$ cat config.mk
export PLATFORM = sky130hd
export DESIGN_NAME = pulse_sweep_sequencer_flat
export DESIGN_NICKNAME = d
export VERILOG_FILES = /design/src/rtl/pulse_sweep_sequencer_if.sv /design/src/rtl/pulse_sweep_sequencer.sv /design/src/flat_wrapper.sv
export SDC_FILE = /design/constraint.sdc
export NUM_CORES = 1
export LEC_CHECK = 0
export ABC_CLOCK_PERIOD_IN_PS = 4010
export BUFFER_PORTS_ARGS = -buffer_cell sky130_fd_sc_hd__buf_4
export CAP_MARGIN = 40
export CORE_MARGIN = 1
export CORE_UTILIZATION = 58
export CTS_CLUSTER_DIAMETER = 80
export DETAILED_ROUTE_END_ITERATION = 6
export PLACE_DENSITY = 0.8
export SLEW_MARGIN = 20
export SYNTH_ARGS = -nofsm -noshare
export SYNTH_HDL_FRONTEND = slang
export SYNTH_SLANG_ARGS = --single-unit
$ cat constraint.sdc
create_clock -name clk_pll -period 4.01 [get_ports clk_pll]
set_input_delay 0.2005 -clock clk_pll [delete_from_list [all_inputs] [get_ports clk_pll]]
set_output_delay 0.2005 -clock clk_pll [all_outputs]
set_load 0.01 [all_outputs]
$ cat src/rtl/pulse_sweep_sequencer_if.sv
// Configuration bus and active-parameter outputs of the pulse sweep sequencer.
// A write transfers on any clock edge where wr_valid && wr_ready; the master holds addr/data stable while valid.
interface pulse_sweep_sequencer_if;
    logic        wr_valid;
    logic        wr_ready;
    logic [3:0]  wr_addr;
    logic [31:0] wr_data;
    logic        commit;
    logic        frame_tick;
    logic [7:0]  per;
    logic [15:0] p1wid;
    logic [15:0] p2wid;
    logic [15:0] del;
    logic [31:0] nut_w;
    logic [31:0] nut_d;
    logic [7:0]  cp;
    logic [7:0]  p_bl;
    logic [15:0] p_bl_off;
    logic        bl;
    logic        pu;
    logic [15:0] point_idx;
    logic [15:0] shot_idx;
    logic        point_tick;
    logic        sweep_done;
    logic        busy;
    logic        del_sat;

    modport master (
        output wr_valid, wr_addr, wr_data, commit, frame_tick,
        input  wr_ready, per, p1wid, p2wid, del, nut_w, nut_d, cp, p_bl, p_bl_off,
               bl, pu, point_idx, shot_idx, point_tick, sweep_done, busy, del_sat
    );

    modport slave (
        input  wr_valid, wr_addr, wr_data, commit, frame_tick,
        output wr_ready, per, p1wid, p2wid, del, nut_w, nut_d, cp, p_bl, p_bl_off,
               bl, pu, point_idx, shot_idx, point_tick, sweep_done, busy, del_sat
    );
endinterface

$ cat src/rtl/pulse_sweep_sequencer.sv
// Staged/active parameter sets for the pulses generator, applied atomically on a period
// boundary, with an optional delay sweep that holds each point for a fixed number of shots.
module pulse_sweep_sequencer #(
    parameter int DEF_DEL = 200,
    parameter int DEF_PW  = 30
) (
    input  logic                           clk_pll,
    input  logic                           reset,
    pulse_sweep_sequencer_if.slave         bus,
    output logic [1:0]                     o_dbg_state
);
    typedef enum logic [1:0] {
        ST_IDLE    = 2'd0,
        ST_PENDING = 2'd1,
        ST_SWEEP   = 2'd2
    } state_t;

    localparam logic [15:0] RST_DEL = 16'(DEF_DEL);
    localparam logic [15:0] RST_PW  = 16'(DEF_PW);

    state_t r_state;
    state_t w_state_nxt;

    // Staged set (write target)
    logic [7:0]  r_s_per;
    logic [15:0] r_s_p1wid, r_s_p2wid, r_s_del_start, r_s_del_step, r_s_p_bl_off;
    logic [15:0] r_s_n_points, r_s_n_shots;
    logic [31:0] r_s_nut_w, r_s_nut_d;
    logic [7:0]  r_s_cp, r_s_p_bl;
    logic        r_s_pu, r_s_bl, r_s_sweep_en, r_s_loop;

    // Active set
    logic [7:0]  r_per;
    logic [15:0] r_p1wid, r_p2wid, r_del, r_del_start, r_del_step, r_p_bl_off;
    logic [15:0] r_n_points, r_n_shots, r_point_idx, r_shot_idx;
    logic [31:0] r_nut_w, r_nut_d;
    logic [7:0]  r_cp, r_p_bl;
    logic        r_pu, r_bl, r_loop;
    logic        r_point_tick, r_sweep_done, r_busy, r_del_sat, r_wr_ready;

    logic               w_wr_fire, w_apply, w_step, w_sweep_ok;
    logic               w_shot_more, w_point_more, w_del_lo, w_del_hi;
    logic signed [17:0] w_del_sum;
    logic [15:0]        w_del_next;

    assign w_wr_fire    = bus.wr_valid && r_wr_ready;
    assign w_sweep_ok   = r_s_sweep_en && (r_s_n_points != 16'd0) && (r_s_n_shots != 16'd0);
    assign w_apply      = (r_state == ST_PENDING) && bus.frame_tick;
    assign w_step       = (r_state == ST_SWEEP) && bus.frame_tick;
    assign w_shot_more  = ({1'b0, r_shot_idx} + 17'd1) < {1'b0, r_n_shots};
    assign w_point_more = ({1'b0, r_point_idx} + 17'd1) < {1'b0, r_n_points};

    // Delay step in 18-bit signed space, clamped into the unsigned 16-bit range.
    assign w_del_sum  = $signed({2'b00, r_del}) + $signed({{2{r_del_step[15]}}, r_del_step});
    assign w_del_lo   = w_del_sum < 18'sd0;
    assign w_del_hi   = w_del_sum > 18'sd65535;
    assign w_del_next = w_del_lo ? 16'd0 : (w_del_hi ? 16'hFFFF : w_del_sum[15:0]);

    always_comb begin
        w_state_nxt = r_state;
        case (r_state)
            ST_IDLE: begin
                if (bus.commit) w_state_nxt = ST_PENDING;
            end
            ST_PENDING: begin
                if (bus.frame_tick) w_state_nxt = w_sweep_ok ? ST_SWEEP : ST_IDLE;
            end
            ST_SWEEP: begin
                if (bus.commit)
                    w_state_nxt = ST_PENDING;
                else if (bus.frame_tick && !w_shot_more && !w_point_more && !r_loop)
                    w_state_nxt = ST_IDLE;
            end
            default: w_state_nxt = ST_IDLE;
        endcase
    end

    always_ff @(posedge clk_pll) begin
        if (!reset) r_state <= ST_IDLE;
        else        r_state <= w_state_nxt;
    end

    always_ff @(posedge clk_pll) begin
        if (!reset) begin
            r_s_per       <= 8'd1;
            r_s_p1wid     <= RST_PW;
            r_s_p2wid     <= RST_PW;
            r_s_del_start <= RST_DEL;
            r_s_del_step  <= 16'd0;
            r_s_nut_w     <= 32'd50;
            r_s_nut_d     <= 32'd300;
            r_s_cp        <= 8'd3;
            r_s_p_bl      <= 8'd50;
            r_s_p_bl_off  <= 16'd100;
            r_s_pu        <= 1'b1;
            r_s_bl        <= 1'b1;
            r_s_n_points  <= 16'd0;
            r_s_n_shots   <= 16'd0;
            r_s_sweep_en  <= 1'b0;
            r_s_loop      <= 1'b0;
        end else if (w_wr_fire) begin
            case (bus.wr_addr)
                4'd0:  r_s_per       <= bus.wr_data[7:0];
                4'd1:  r_s_p1wid     <= bus.wr_data[15:0];
                4'd2:  r_s_p2wid     <= bus.wr_data[15:0];
                4'd3:  r_s_del_start <= bus.wr_data[15:0];
                4'd4:  r_s_del_step  <= bus.wr_data[15:0];
                4'd5:  r_s_nut_w     <= bus.wr_data;
                4'd6:  r_s_nut_d     <= bus.wr_data;
                4'd7:  r_s_cp        <= bus.wr_data[7:0];
                4'd8:  r_s_p_bl      <= bus.wr_data[7:0];
                4'd9:  r_s_p_bl_off  <= bus.wr_data[15:0];
                4'd10: {r_s_bl, r_s_pu} <= bus.wr_data[1:0];
                4'd11: r_s_n_points  <= bus.wr_data[15:0];
                4'd12: r_s_n_shots   <= bus.wr_data[15:0];
                4'd13: {r_s_loop, r_s_sweep_en} <= bus.wr_data[1:0];
                default: ;
            endcase
        end
    end

    always_ff @(posedge clk_pll) begin
        if (!reset) begin
            r_per        <= 8'd1;
            r_p1wid      <= RST_PW;
            r_p2wid      <= RST_PW;
            r_del        <= RST_DEL;
            r_del_start  <= RST_DEL;
            r_del_step   <= 16'd0;
            r_nut_w      <= 32'd50;
            r_nut_d      <= 32'd300;
            r_cp         <= 8'd3;
            r_p_bl       <= 8'd50;
            r_p_bl_off   <= 16'd100;
            r_pu         <= 1'b1;
            r_bl         <= 1'b1;
            r_n_points   <= 16'd0;
            r_n_shots    <= 16'd0;
            r_loop       <= 1'b0;
            r_point_idx  <= 16'd0;
            r_shot_idx   <= 16'd0;
            r_point_tick <= 1'b0;
            r_sweep_done <= 1'b0;
            r_del_sat    <= 1'b0;
            r_busy       <= 1'b0;
            r_wr_ready   <= 1'b1;
        end else begin
            r_point_tick <= 1'b0;
            r_sweep_done <= 1'b0;
            r_busy       <= (w_state_nxt != ST_IDLE);
            r_wr_ready   <= (w_state_nxt != ST_PENDING);
            if (w_apply) begin
                r_per       <= r_s_per;
                r_p1wid     <= r_s_p1wid;
                r_p2wid     <= r_s_p2wid;
                r_del       <= r_s_del_start;
                r_del_start <= r_s_del_start;
                r_del_step  <= r_s_del_step;
                r_nut_w     <= r_s_nut_w;
                r_nut_d     <= r_s_nut_d;
                r_cp        <= r_s_cp;
                r_p_bl      <= r_s_p_bl;
                r_p_bl_off  <= r_s_p_bl_off;
                r_pu        <= r_s_pu;
                r_bl        <= r_s_bl;
                r_n_points  <= r_s_n_points;
                r_n_shots   <= r_s_n_shots;
                r_loop      <= r_s_loop;
                r_point_idx <= 16'd0;
                r_shot_idx  <= 16'd0;
                r_del_sat   <= 1'b0;
            end else if (w_step) begin
                if (w_shot_more) begin
                    r_shot_idx <= r_shot_idx + 16'd1;
                end else if (w_point_more) begin
                    r_shot_idx   <= 16'd0;
                    r_point_idx  <= r_point_idx + 16'd1;
                    r_del        <= w_del_next;
                    r_del_sat    <= r_del_sat | w_del_lo | w_del_hi;
                    r_point_tick <= 1'b1;
                end else begin
                    // Without loop the indices and delay stay on the final point.
                    r_sweep_done <= 1'b1;
                    if (r_loop) begin
                        r_point_idx <= 16'd0;
                        r_shot_idx  <= 16'd0;
                        r_del       <= r_del_start;
                    end
                end
            end
        end
    end

    assign bus.wr_ready   = r_wr_ready;
    assign bus.per        = r_per;
    assign bus.p1wid      = r_p1wid;
    assign bus.p2wid      = r_p2wid;
    assign bus.del        = r_del;
    assign bus.nut_w      = r_nut_w;
    assign bus.nut_d      = r_nut_d;
    assign bus.cp         = r_cp;
    assign bus.p_bl       = r_p_bl;
    assign bus.p_bl_off   = r_p_bl_off;
    assign bus.bl         = r_bl;
    assign bus.pu         = r_pu;
    assign bus.point_idx  = r_point_idx;
    assign bus.shot_idx   = r_shot_idx;
    assign bus.point_tick = r_point_tick;
    assign bus.sweep_done = r_sweep_done;
    assign bus.busy       = r_busy;
    assign bus.del_sat    = r_del_sat;
    assign o_dbg_state    = r_state;
endmodule

$ cat src/flat_wrapper.sv
// flat-port wrapper written by rule: the top's interface ports become plain ports
module pulse_sweep_sequencer_flat 
#(
    parameter int DEF_DEL = 200,
    parameter int DEF_PW  = 30
)
  (clk_pll, reset, o_dbg_state, bus_wr_valid, bus_wr_addr, bus_wr_data, bus_commit, bus_frame_tick, bus_wr_ready, bus_per, bus_p1wid, bus_p2wid, bus_del, bus_nut_w, bus_nut_d, bus_cp, bus_p_bl, bus_p_bl_off, bus_bl, bus_pu, bus_point_idx, bus_shot_idx, bus_point_tick, bus_sweep_done, bus_busy, bus_del_sat);
  pulse_sweep_sequencer_if bus_i ();
  input  logic clk_pll;
  input  logic reset;
  output logic [1:0] o_dbg_state;
  input wire logic [$bits(bus_i.wr_valid)-1:0] bus_wr_valid;
  input wire logic [$bits(bus_i.wr_addr)-1:0] bus_wr_addr;
  input wire logic [$bits(bus_i.wr_data)-1:0] bus_wr_data;
  input wire logic [$bits(bus_i.commit)-1:0] bus_commit;
  input wire logic [$bits(bus_i.frame_tick)-1:0] bus_frame_tick;
  output wire logic [$bits(bus_i.wr_ready)-1:0] bus_wr_ready;
  output wire logic [$bits(bus_i.per)-1:0] bus_per;
  output wire logic [$bits(bus_i.p1wid)-1:0] bus_p1wid;
  output wire logic [$bits(bus_i.p2wid)-1:0] bus_p2wid;
  output wire logic [$bits(bus_i.del)-1:0] bus_del;
  output wire logic [$bits(bus_i.nut_w)-1:0] bus_nut_w;
  output wire logic [$bits(bus_i.nut_d)-1:0] bus_nut_d;
  output wire logic [$bits(bus_i.cp)-1:0] bus_cp;
  output wire logic [$bits(bus_i.p_bl)-1:0] bus_p_bl;
  output wire logic [$bits(bus_i.p_bl_off)-1:0] bus_p_bl_off;
  output wire logic [$bits(bus_i.bl)-1:0] bus_bl;
  output wire logic [$bits(bus_i.pu)-1:0] bus_pu;
  output wire logic [$bits(bus_i.point_idx)-1:0] bus_point_idx;
  output wire logic [$bits(bus_i.shot_idx)-1:0] bus_shot_idx;
  output wire logic [$bits(bus_i.point_tick)-1:0] bus_point_tick;
  output wire logic [$bits(bus_i.sweep_done)-1:0] bus_sweep_done;
  output wire logic [$bits(bus_i.busy)-1:0] bus_busy;
  output wire logic [$bits(bus_i.del_sat)-1:0] bus_del_sat;
  assign bus_i.wr_valid = bus_wr_valid;
  assign bus_i.wr_addr = bus_wr_addr;
  assign bus_i.wr_data = bus_wr_data;
  assign bus_i.commit = bus_commit;
  assign bus_i.frame_tick = bus_frame_tick;
  assign bus_wr_ready = bus_i.wr_ready;
  assign bus_per = bus_i.per;
  assign bus_p1wid = bus_i.p1wid;
  assign bus_p2wid = bus_i.p2wid;
  assign bus_del = bus_i.del;
  assign bus_nut_w = bus_i.nut_w;
  assign bus_nut_d = bus_i.nut_d;
  assign bus_cp = bus_i.cp;
  assign bus_p_bl = bus_i.p_bl;
  assign bus_p_bl_off = bus_i.p_bl_off;
  assign bus_bl = bus_i.bl;
  assign bus_pu = bus_i.pu;
  assign bus_point_idx = bus_i.point_idx;
  assign bus_shot_idx = bus_i.shot_idx;
  assign bus_point_tick = bus_i.point_tick;
  assign bus_sweep_done = bus_i.sweep_done;
  assign bus_busy = bus_i.busy;
  assign bus_del_sat = bus_i.del_sat;
  pulse_sweep_sequencer #(.DEF_DEL(DEF_DEL), .DEF_PW(DEF_PW)) u_core (.clk_pll(clk_pll), .reset(reset), .bus(bus_i), .o_dbg_state(o_dbg_state));
endmodule
==> impl_metrics.env <==
export IMPL_rows=65
export IMPL_via_per_inst=5.750
export IMPL_core_area_um2=31640
export IMPL_first_global_vias=16208
export IMPL_pwr_density_cell_nw_per_um2=420.7
export IMPL_gp_congestion=0.9379
export IMPL_setup_viol=0
export IMPL_hold_violations=0
export IMPL_grt_pass1_wl_mm=83.43
export IMPL_pre_cts_slack_ns=0.2242
export IMPL_yosys_area_top_type_share_pct=49.56
export IMPL_slowest_stage="dfxtp_1"
export IMPL_fin_ws_ns=0.2505
export IMPL_period_minus_slack_ns=3.760
export IMPL_fin_crit_sh_pct=93.75
export IMPL_synth_edf_count=0
export IMPL_rr_endpoint="u_core.bus.del[14]$_SDFFE_PN0P_"
export IMPL_avgSynthCellArea_um2=7.831
export IMPL_port_buffers=233
export IMPL_crit_fanout=9
export IMPL_dieWidth_um=181.4
export IMPL_finClkSkew_ns=0.02124
export IMPL_drive_gt1_share_pct=14.77
export IMPL_required_ns=4.48
export IMPL_reg2reg_slack_ns=0.25
export IMPL_mostFrequentLayoutCell="nand2_1"
export IMPL_fmax_ghz=0.2660
export IMPL_ios=234
export IMPL_crit_start="u_core.bus.shot_idx[0]$_SDFFE_PP0P_"
export IMPL_hold_path_class="in -> reg"
export IMPL_synth_nets=2474
export IMPL_syn_area_um2=18660
export IMPL_start_kind="flop"
export IMPL_max_slew_margin_pct=43.79
export IMPL_ys_types=68
export IMPL_cts_root_buf="clkbuf_16"
export IMPL_antenna_found_initial=0
export IMPL_reg2regPathDepth=17
export IMPL_die_area_um2=32900
export IMPL_async_flop_share_pct=0
export IMPL_grt_start_max_net_pins=118
export IMPL_slew_viol_final=0
export IMPL_clock_sinks=462
export IMPL_ys_warnings_count=0
export IMPL_antenna_left=0
export IMPL_num_nets_final=2660
export IMPL_critPathArrivalTime_ns=4.23
export IMPL_cap_violations=0
export IMPL_dp_hpwl_mm=33.86
export IMPL_vias=17257
export IMPL_p_leak_nw=8.751
export IMPL_drcViolationCount=0
export IMPL_first_pass_iters=5
export IMPL_ys_ff_latch=462
export IMPL_die_height_um=181.4
export IMPL_n_antenna_cell=0
export IMPL_numCtsBuffers=46
export IMPL_clockBufferDepth=3
export IMPL_ir_drop_v=0.0003672
export IMPL_final_util_pct=71.20
export IMPL_cts_tree="built"
export IMPL_worstReg2RegStart="u_core.bus.shot_idx[0]$_SDFFE_PP0P_"
export IMPL_overflow=0
export IMPL_tightest_slew_ns=0.8412
export IMPL_final_cell_mix="nand2_1, dfxtp_1, a21oi_1"
export IMPL_crit_path_max_incr_delay_ns=0.45
export IMPL_cp_endpoint="u_core.bus.del[14]$_SDFFE_PN0P_"
export IMPL_clk_latency_ns=0.56
export IMPL_area_growth_syn_to_layout_pct=20.71
export IMPL_crit_type="reg -> reg"
export IMPL_endpoint_kind="flop"
export IMPL_drt_iter0_drc=1527
export IMPL_htreeDepth=2
export IMPL_synth_area_top_cells="dfxtp_1, nand2_1, a21oi_1"
export IMPL_wl_mm=52.36
export IMPL_synthFlopType="dfxtp_1"
export IMPL_yosys_area_top_type="dfxtp_1"
export IMPL_synth_seq_area_share_pct=49.56
export IMPL_gr_usage_all_layers_pct=31.21
export IMPL_routedWlPerCell_um=17.45
export IMPL_status="finished clean"
export IMPL_path_clk_slew_ns=0.06
export IMPL_syn_inst=2383
export IMPL_start_util_pct=58.99
export IMPL_path_cells="ha_1 -> and3_1 -> and2_1 -> nand4_1 -> buf_4 -> nor2_2 -> nand3_1 -> xnor2_1 -> ha_1 -> nand4_1 -> nor2_1 -> a2111oi_4 -> nor3_4 -> buf_4 -> nand2_4 -> or4_1 -> o22ai_1"
flip-flops by register name, summed over array words and instances (netlist names), 32 cells and up:
name / count
u_core.bus.nut_w: 32
u_core.r_s_nut_w: 32
u_core.bus.nut_d: 32
u_core.r_s_nut_d: 32
area by class of cell:
cell class | instances | area (µm²)
clock buffer | 62 | 1311
clock inverter | 16 | 230.2
fill | 2456 | 9110
inverter | 47 | 183.9
multi-input combinational | 1714 | 8691
sequential | 462 | 9250
tap | 402 | 503.0
timing repair buffer | 298 | 2357
logic make-up (layout without fill, tap and decap cells):
family	Yosys count	after routing	synth area share [%]
AOI/OAI and AO/OA	510	510	15.70
xor gates and xnor gates	40	40	1.877
adders and majority gates	50	50	3.393
buffers and inverters	207	423	4.304
DFF	462	462	49.56
muxes	23	23	1.240
and+or+nand+nor	1091	1091	23.93
per-stage QoR:
| step | hold slack [ns] | std cells | area (µm²) | setup TNS (ns) | total power, W |
|---|---|---|---|---|---|
| 2_1_floorplan | 0.3289 | 2383 | 18660 | 0 | 0.005008 |
| 3_3_place_gp | 0.4337 | 2889 | 20610 | 0 | 0.005175 |
| 3_5_place_dp | 0.4421 | 2894 | 20660 | 0 | 0.005184 |
| 4_1_cts | 0.001276 | 2997 | 22450 | 0 | 0.009501 |
| 5_1_grt | 0.01422 | 3001 | 22530 | -0.01878 | 0.009760 |
| 6_report | 0.02782 | 3001 | 22530 | 0 | 0.009478 |
per-layer routing:
layer  track usage [%]  routed length, µm  up-vias
met5                 0                  0        -
met4             10.34               1504        0
met3             8.544               4893       99
li1                  -                  -     8291
met2             50.45              24090      689
met1             40.31              21870     8178
Yosys cell counts, drive strengths merged, types with 13 or more instances:
library cell and count:
nor3 27, dfxtp 462, nor4 13, a21boi 13, buf 21, xor2 16, inv 47, nand3 78
xnor2 24, nor2 89, ha 49, nand4 16, nand2 820, mux2i 22, o21ai 22, clkbuf 139
a21oi 383
worst min-delay path by stage:
stage / from / end / slack, ns / cells after the start
after floorplan: bus_wr_data[0] / u_core.r_s_cp[0]$_SDFFE_PN1P_ / 0.33 / 2
after global placement: u_core.r_del_start[6]$_SDFFE_PN1P_ / u_core.r_del_start[6]$_SDFFE_PN1P_ / 0.43 / 1
after detailed placement: u_core.r_s_nut_w[2]$_SDFFE_PN0P_ / u_core.bus.nut_w[2]$_SDFFE_PN0P_ / 0.44 / 2
after CTS: bus_wr_data[8] / u_core.r_s_p1wid[8]$_SDFFE_PN0P_ / 0.001 / 3
after global routing: bus_wr_data[8] / u_core.r_s_n_shots[8]$_SDFFE_PN0P_ / 0.01 / 3
final: bus_wr_data[4] / u_core.r_s_nut_d[4]$_SDFFE_PN0P_ / 0.03 / 3
repair_timing:
action                                 in CTS  in global routing
setup endpoints to repair                   0                 24
hold buffers                               25                  0
endpoints found under the hold margin      97                  0
gates resized for setup                     0                 10
buffers inserted                            0                  3
worst max-delay path, delay by kind of cell, from the launching register on:
kind	cells	cell delay, ns
simple gates	10	1.89
fa+ha+maj	2	0.51
flops	1	0.45
buf+inv	2	0.37
compound gates	2	0.29
xor+xnor	1	0.17
power breakdown:
| group | internal [W] | switching [W] | total (W) |
|---|---|---|---|
| registers | 0.00464 | 0.0000304 | 0.00467 |
| logic | 0.000136 | 0.000312 | 0.000448 |
| clock network | 0.00256 | 0.00180 | 0.00436 |
| total | 0.00733 | 0.00214 | 0.00948 |
No activity file was read; power rests on OpenSTA's default activity.
